## src/rtl/cell_renderer.sv

```systemverilog
// Cell renderer: turns sync-generator counters into cell RAM reads and registered VGA colour.
// Latency: counter-to-RGB 2 clk, sync-to-VGA-sync 2 clk; cell_addr 1 clk after the counters.
// Backpressure: none (pixel-rate stream); bank swap via swap_req/swap_ack handshake at frame end.
//
// Ports: clk/rst_n (async active-low); counter_x/counter_y/in_display_area/h_sync_in/v_sync_in
// from the sync generator; cell_addr/cell_bank/cell_rd_data to the cell RAM; cursor_x/cursor_y/
// show_grid overlay controls; swap_req/swap_ack/frame_end to the life engine; vga_* outputs.
module cell_renderer #(
    parameter int CELL_SHIFT = 3,
    parameter int GRID_W     = 80,
    parameter int GRID_H     = 60
) (
    input  logic        clk,
    input  logic        rst_n,
    input  logic [9:0]  counter_x,
    input  logic [8:0]  counter_y,
    input  logic        in_display_area,
    input  logic        h_sync_in,
    input  logic        v_sync_in,
    output logic [12:0] cell_addr,
    output logic        cell_bank,
    input  logic        cell_rd_data,
    input  logic [6:0]  cursor_x,
    input  logic [5:0]  cursor_y,
    input  logic        show_grid,
    input  logic        swap_req,
    output logic        swap_ack,
    output logic        frame_end,
    output logic [2:0]  vga_r,
    output logic [2:0]  vga_g,
    output logic [1:0]  vga_b,
    output logic        vga_h_sync,
    output logic        vga_v_sync
);

    localparam logic [9:0]  GW     = 10'(GRID_W);
    localparam logic [8:0]  GH     = 9'(GRID_H);
    localparam logic [12:0] GW13   = 13'(GRID_W);
    localparam logic [8:0]  LAST_Y = 9'((GRID_H << CELL_SHIFT) - 1);
    localparam logic [CELL_SHIFT-1:0] OFF_MAX = '1;

    typedef enum logic [1:0] {ARMED, PENDING, WAIT_LOW} swap_state_t;

    // row*GRID_W as a sum of shifted copies of row, one per set bit of GRID_W
    function automatic logic [12:0] row_base(input logic [12:0] r);
        logic [12:0] acc;
        acc = '0;
        for (int i = 0; i < 13; i++) begin
            if (GW13[i]) acc = acc + (r << i);
        end
        return acc;
    endfunction

    logic [9:0]  col;
    logic [8:0]  row;
    logic        in_grid;
    logic        cursor_ok;
    logic        on_cursor;
    logic [12:0] addr_next;

    assign col       = counter_x >> CELL_SHIFT;
    assign row       = counter_y >> CELL_SHIFT;
    assign in_grid   = (col < GW) && (row < GH);
    assign cursor_ok = ({3'b000, cursor_x} < GW) && ({3'b000, cursor_y} < GH);
    assign on_cursor = cursor_ok && (col == {3'b000, cursor_x}) && (row == {3'b000, cursor_y});
    assign addr_next = row_base(13'(row)) + 13'(col);

    // Stage 0: address plus per-pixel flags travelling alongside the RAM read
    logic                  s0_de;
    logic                  s0_in_grid;
    logic                  s0_cursor;
    logic                  s0_grid;
    logic [CELL_SHIFT-1:0] s0_offx;
    logic [CELL_SHIFT-1:0] s0_offy;
    logic                  h_d1;
    logic                  v_d1;

    always_ff @(posedge clk or negedge rst_n) begin
        if (!rst_n) begin
            cell_addr  <= '0;
            s0_de      <= 1'b0;
            s0_in_grid <= 1'b0;
            s0_cursor  <= 1'b0;
            s0_grid    <= 1'b0;
            s0_offx    <= '0;
            s0_offy    <= '0;
            h_d1       <= 1'b0;
            v_d1       <= 1'b0;
        end else begin
            // Off-grid pixels keep the last address so the RAM never sees an out-of-range read
            if (in_grid) cell_addr <= addr_next;
            s0_de      <= in_display_area;
            s0_in_grid <= in_grid;
            s0_cursor  <= on_cursor;
            s0_grid    <= show_grid;
            s0_offx    <= counter_x[CELL_SHIFT-1:0];
            s0_offy    <= counter_y[CELL_SHIFT-1:0];
            h_d1       <= h_sync_in;
            v_d1       <= v_sync_in;
        end
    end

    // Stage 1: cell_rd_data for the stage-0 pixel arrives now and is folded into the colour
    logic [2:0] col_r;
    logic [2:0] col_g;
    logic [1:0] col_b;
    logic       border;
    logic       grid_line;

    assign border    = (s0_offx == '0) || (s0_offx == OFF_MAX) ||
                       (s0_offy == '0) || (s0_offy == OFF_MAX);
    assign grid_line = (s0_offx == '0) || (s0_offy == '0);

    always_comb begin
        col_r = 3'd0;
        col_g = 3'd0;
        col_b = 2'd0;
        if (!s0_de) begin
            col_r = 3'd0;
        end else if (s0_cursor && border) begin
            col_r = 3'd7;
        end else if (s0_grid && grid_line) begin
            col_r = 3'd1;
            col_g = 3'd1;
            col_b = 2'd1;
        end else if (s0_in_grid && cell_rd_data) begin
            col_g = 3'd7;
        end
    end

    always_ff @(posedge clk or negedge rst_n) begin
        if (!rst_n) begin
            vga_r      <= '0;
            vga_g      <= '0;
            vga_b      <= '0;
            vga_h_sync <= 1'b0;
            vga_v_sync <= 1'b0;
        end else begin
            vga_r      <= col_r;
            vga_g      <= col_g;
            vga_b      <= col_b;
            vga_h_sync <= h_d1;
            vga_v_sync <= v_d1;
        end
    end

    // Frame end: display enable falling on the last visible line. s0_de is the previous
    // cycle's enable; it clears on reset so no event can fire on the first cycle after release.
    logic fe_evt;
    assign fe_evt = s0_de && !in_display_area && (counter_y == LAST_Y);

    swap_state_t state;
    swap_state_t state_nxt;
    logic        do_swap;

    always_ff @(posedge clk or negedge rst_n) begin
        if (!rst_n) state <= ARMED;
        else        state <= state_nxt;
    end

    always_comb begin
        state_nxt = state;
        do_swap   = 1'b0;
        case (state)
            ARMED: begin
                if (swap_req) begin
                    if (fe_evt) begin
                        do_swap   = 1'b1;
                        state_nxt = WAIT_LOW;
                    end else begin
                        state_nxt = PENDING;
                    end
                end
            end
            PENDING: begin
                // A dropped request does not cancel: the engine already committed a new buffer
                if (fe_evt) begin
                    do_swap   = 1'b1;
                    state_nxt = WAIT_LOW;
                end
            end
            WAIT_LOW: begin
                if (!swap_req) state_nxt = ARMED;
            end
            default: state_nxt = ARMED;
        endcase
    end

    always_ff @(posedge clk or negedge rst_n) begin
        if (!rst_n) begin
            cell_bank <= 1'b0;
            swap_ack  <= 1'b0;
            frame_end <= 1'b0;
        end else begin
            cell_bank <= cell_bank ^ do_swap;
            swap_ack  <= do_swap;
            frame_end <= fe_evt;
        end
    end

endmodule

```

## config.mk

```make
export PLATFORM = sky130hd
export DESIGN_NAME = cell_renderer
export DESIGN_NICKNAME = d
export VERILOG_FILES = /design/src/rtl/cell_renderer.sv
export SDC_FILE = /design/constraint.sdc
export NUM_CORES = 1
export LEC_CHECK = 0
export ABC_CLOCK_PERIOD_IN_PS = 1750
export BUFFER_PORTS_ARGS = -buffer_cell sky130_fd_sc_hd__buf_2
export CAP_MARGIN = 20
export CORE_MARGIN = 1.5
export CORE_UTILIZATION = 40
export DETAILED_ROUTE_END_ITERATION = 16
export PLACE_DENSITY = 0.72
export SYNTH_ARGS = -nofsm -noshare
export SYNTH_HDL_FRONTEND = slang
export SYNTH_SLANG_ARGS = --single-unit
```

## constraint.sdc

```tcl
create_clock -name clk -period 1.75 [get_ports clk]
set_clock_uncertainty 0.1 [all_clocks]
set_input_delay 0.35 -clock clk [delete_from_list [all_inputs] [get_ports clk]]
set_output_delay 0.35 -clock clk [all_outputs]
set_load 0.02 [all_outputs]
```

==> impl_summary.log <==
INFO  metric initial_utilization = 41.3%
INFO  metric fraction_of_layout_cells_with_a_size_suffix_above_1 = around 47%
INFO  metric power-per-cell-area = 902 nW/µm²
INFO  metric fin_setup_tns = -0.803 ns
INFO  metric power_leakage = 1.33 nW
INFO  metric design.final.nets = 302
INFO  metric start_kind = input port
INFO  metric failed_checks = hold timing, setup timing
INFO  metric ant_nets = 0
INFO  metric insertedDiodeCount = 0
INFO  metric number_of_pins_exceeding_their_max_slew_limit_in_the_final_report = 0
INFO  metric cts_htree_levels = 2
INFO  metric drt_drc_violations_left = 0
INFO  metric endpoint_kind = flop
INFO  metric port_buffers = 64
INFO  metric worstPathArrival = between 2 and 2.5 ns
INFO  metric yosys_most_used_dff = sky130_fd_sc_hd__dfrtp_1
INFO  metric synthMostInstantiatedCell = sky130_fd_sc_hd__dfrtp_1
INFO  metric grt_first_pass_wirelength = slightly above 7000 µm
INFO  metric clock_tree_from_tritoncts = built
INFO  metric postSynthAreaPerCell = 11.3 µm²
INFO  metric io-pin-count = 66
INFO  metric route.detailed.vias_per_inst = 5.05
INFO  metric reg2reg_setup_slack = 0.25 ns
INFO  metric ir_worst_vdd = 0.497 mV
INFO  metric drt_iter0_drc = between 50 and 60
INFO  metric critical_path_required = 1.83 ns
INFO  metric num_rows = 24
INFO  metric timing.hold.ws = -0.00416 ns
INFO  metric status = finished with violations
INFO  metric post-route-util = 58.9%
INFO  metric yosys_warnings = 0
INFO  metric postSynthNetCount = 212
INFO  metric grt_antenna_before_repair = 0
INFO  metric detailroute.via_count = 1525
INFO  metric drv.max_cap_violation_count = 0
INFO  metric synth_edf_count = 0
INFO  metric die_y_extent = ~70 µm
INFO  metric syn-instance-count = between 150 and 200
INFO  metric syn-cell-area = 1800 µm²
INFO  metric die-area = 4910 µm²
INFO  metric flow.area_growth_from_synthesis = 42.5%
INFO  metric synth_area_leaders = sky130_fd_sc_hd__dfrtp_1 (51%), sky130_fd_sc_hd__ha_1 (7.6%), sky130_fd_sc_hd__nand2_1 (6.3%), sky130_fd_sc_hd__xnor2_1 (4.4%), sky130_fd_sc_hd__xor2_1 (2.4%)
INFO  metric rsz0062_at_grt = true
INFO  metric cts_inserted_buffers = 5
INFO  metric grt_use_total = 18.5%
INFO  metric hpwl = ~3200 µm
INFO  metric ys_types = 39
INFO  metric synth-seq-area-share = about 50%
INFO  metric yosysTopAreaCell = sky130_fd_sc_hd__dfrtp_1
INFO  metric first_global_vias = 1569
INFO  metric synth_top_cell_area_share = about 51%
INFO  metric synth-seq-cells = 37
INFO  metric ctsHoldBuffers = 0
INFO  metric fin_area = 2560 µm²
INFO  metric clock_tree.buffer_depth = 2
INFO  metric post_synth_most_frequent_cells = sky130_fd_sc_hd__dfrtp_1 (37), sky130_fd_sc_hd__nand2_1 (30), sky130_fd_sc_hd__ha_1 (11)
INFO  metric detailedRoute.firstPassIterationCount = 4
INFO  metric path_class = input port to flop
INFO  metric wirelength = approximately 4200 µm
INFO  metric worst-path-max-fanout = 2
INFO  metric fmax = a little under 500 MHz
INFO  metric globalplace.congestion = 0.769
INFO  metric clkSinkCount = 37
INFO  metric async_flop_share = 100%
INFO  metric core_area = 4350 µm²
INFO  metric grt_remaining_overflow = 0
INFO  metric dpl_cell_area = 2340 µm²
INFO  metric pin_count_of_the_biggest_net_entering_global_routing = 38
INFO  metric timing.final.ws_setup = -0.266 ns
INFO  metric setup_viol_count_final = 5
INFO  metric timing.hold.worst.class = input port to asynchronous set/reset pin
INFO  metric worst_skew_pair.late_latency = 0.29 ns
INFO  metric clk_root_buffer_cell = sky130_fd_sc_hd__clkbuf_8
INFO  metric finalCriticalPeriod = 2.02 ns
INFO  metric cts.clk_slew.worst_paths = 0.07 ns
INFO  metric final-hold-violation-count = 8
INFO  metric final_routed_wire_length_divided_by_cell_count = 14.0 µm
INFO  metric overall_power = about 2.3 mW
INFO  metric finalCritPeriodShare = 115%
INFO  metric die_w = 70.1 µm
[cells in the final DEF, fill, tap and decap left out, types with 4 or more instances in the layout]
master	count
sky130_fd_sc_hd__ha_1	7
sky130_fd_sc_hd__o21ai_1	5
sky130_fd_sc_hd__dfrtp_1	37
sky130_fd_sc_hd__buf_2	62
sky130_fd_sc_hd__clkbuf_8	6
sky130_fd_sc_hd__buf_4	24
sky130_fd_sc_hd__xor2_1	5
sky130_fd_sc_hd__xnor2_1	8
sky130_fd_sc_hd__nor2_1	5
sky130_fd_sc_hd__nand2_1	30
sky130_fd_sc_hd__nor3_1	4
sky130_fd_sc_hd__and3_1	4
[worst paths after layout]
| check | start | to | cells after the start |
|---|---|---|---|
| worst max-delay path | counter_x[9] | cell_addr[12] | 7 |
| worst min-delay path | rst_n | cell_addr[8] | 2 |
| worst max register to register | s0_offx[2] | vga_g[1] | 4 |
| worst min register to register | h_d1 | vga_h_sync | 0 |
| max in group asynchronous | rst_n | swap_ack | 2 |
| min in group clk | counter_x[2] | s0_offx[2] | 1 |
[cell type report]
class	instances	area [µm²]
Tap cell	52	65.1
Clock inverter	1	30.0
Sequential cell	37	926
Multi-Input combinational cell	113	925
Timing Repair Buffer	88	517
Inverter	4	15.0
Clock buffer	7	86.3
Fill cell	380	1790
[critical path: stages]
cell and delay, ns:
sky130_fd_sc_hd__buf_8 0.10, sky130_fd_sc_hd__fa_2 0.61, sky130_fd_sc_hd__ha_4 0.21, sky130_fd_sc_hd__a211oi_2 0.22, sky130_fd_sc_hd__nor2_1 0.09, sky130_fd_sc_hd__o31a_1 0.27, sky130_fd_sc_hd__o31a_1 0.24
[sequential cells by signal, summed over array words and instances (netlist names)]
signal      flops
cell_addr      13
s0_offx         3
cell_bank       1
swap_ack        1
s0_de           1
frame_end       1
s0_in_grid      1
vga_h_sync      1
v_d1            1
vga_v_sync      1
h_d1            1
vga_b           1
s0_offy         3
state           2
s0_grid         1
vga_r           2
vga_g           2
s0_cursor       1
[power breakdown]
part / leakage (nW) / total [mW] / internal, mW / switching, mW
Sequential: 0.456 / 0.965 / 0.930 / 0.0357
Clock: 0.0585 / 0.762 / 0.464 / 0.297
Combinational: 0.816 / 0.586 / 0.265 / 0.321
[stage by stage]
stage / worst slack, ns / instances
2_1_floorplan: -0.446 / 159
3_3_place_gp: -0.609 / 293
3_5_place_dp: -0.666 / 293
4_1_cts: -0.248 / 302
5_1_grt: -0.301 / 302
6_report: -0.266 / 302
[cells by family (layout without fill, tap and decap cells)]
logic type	Yosys count	after routing	share of synthesized area, %
multiplexers	1	1	0.626
adder cells (fa/ha/maj)	13	13	9.87
buffers and inverters	9	100	2.64
flip-flops	37	37	51.5
XOR/XNOR	14	14	6.82
AO/OA/AOI/OAI	25	25	10.0
other	1	1	0.208
AND/OR/NAND/NOR	59	59	18.4
[per-layer routing]
metal / GRT usage, % / routed length (µm) / vias up
met5: 0 / 0 / -
met4: 5.98 / 61 / 0
met3: 4.04 / 186 / 7
met2: 30.9 / 2120 / 49
met1: 24.0 / 1870 / 735
li1: - / - / 734
[what timing repair did]
action,4_1_cts,5_1_grt
setup endpoints to repair,5,6
pin swaps,10,4
gates resized for setup,12,5
hold endpoints to repair,0,0
buffers inserted,2,0
Note: power is estimated with default switching activity, not from simulation.
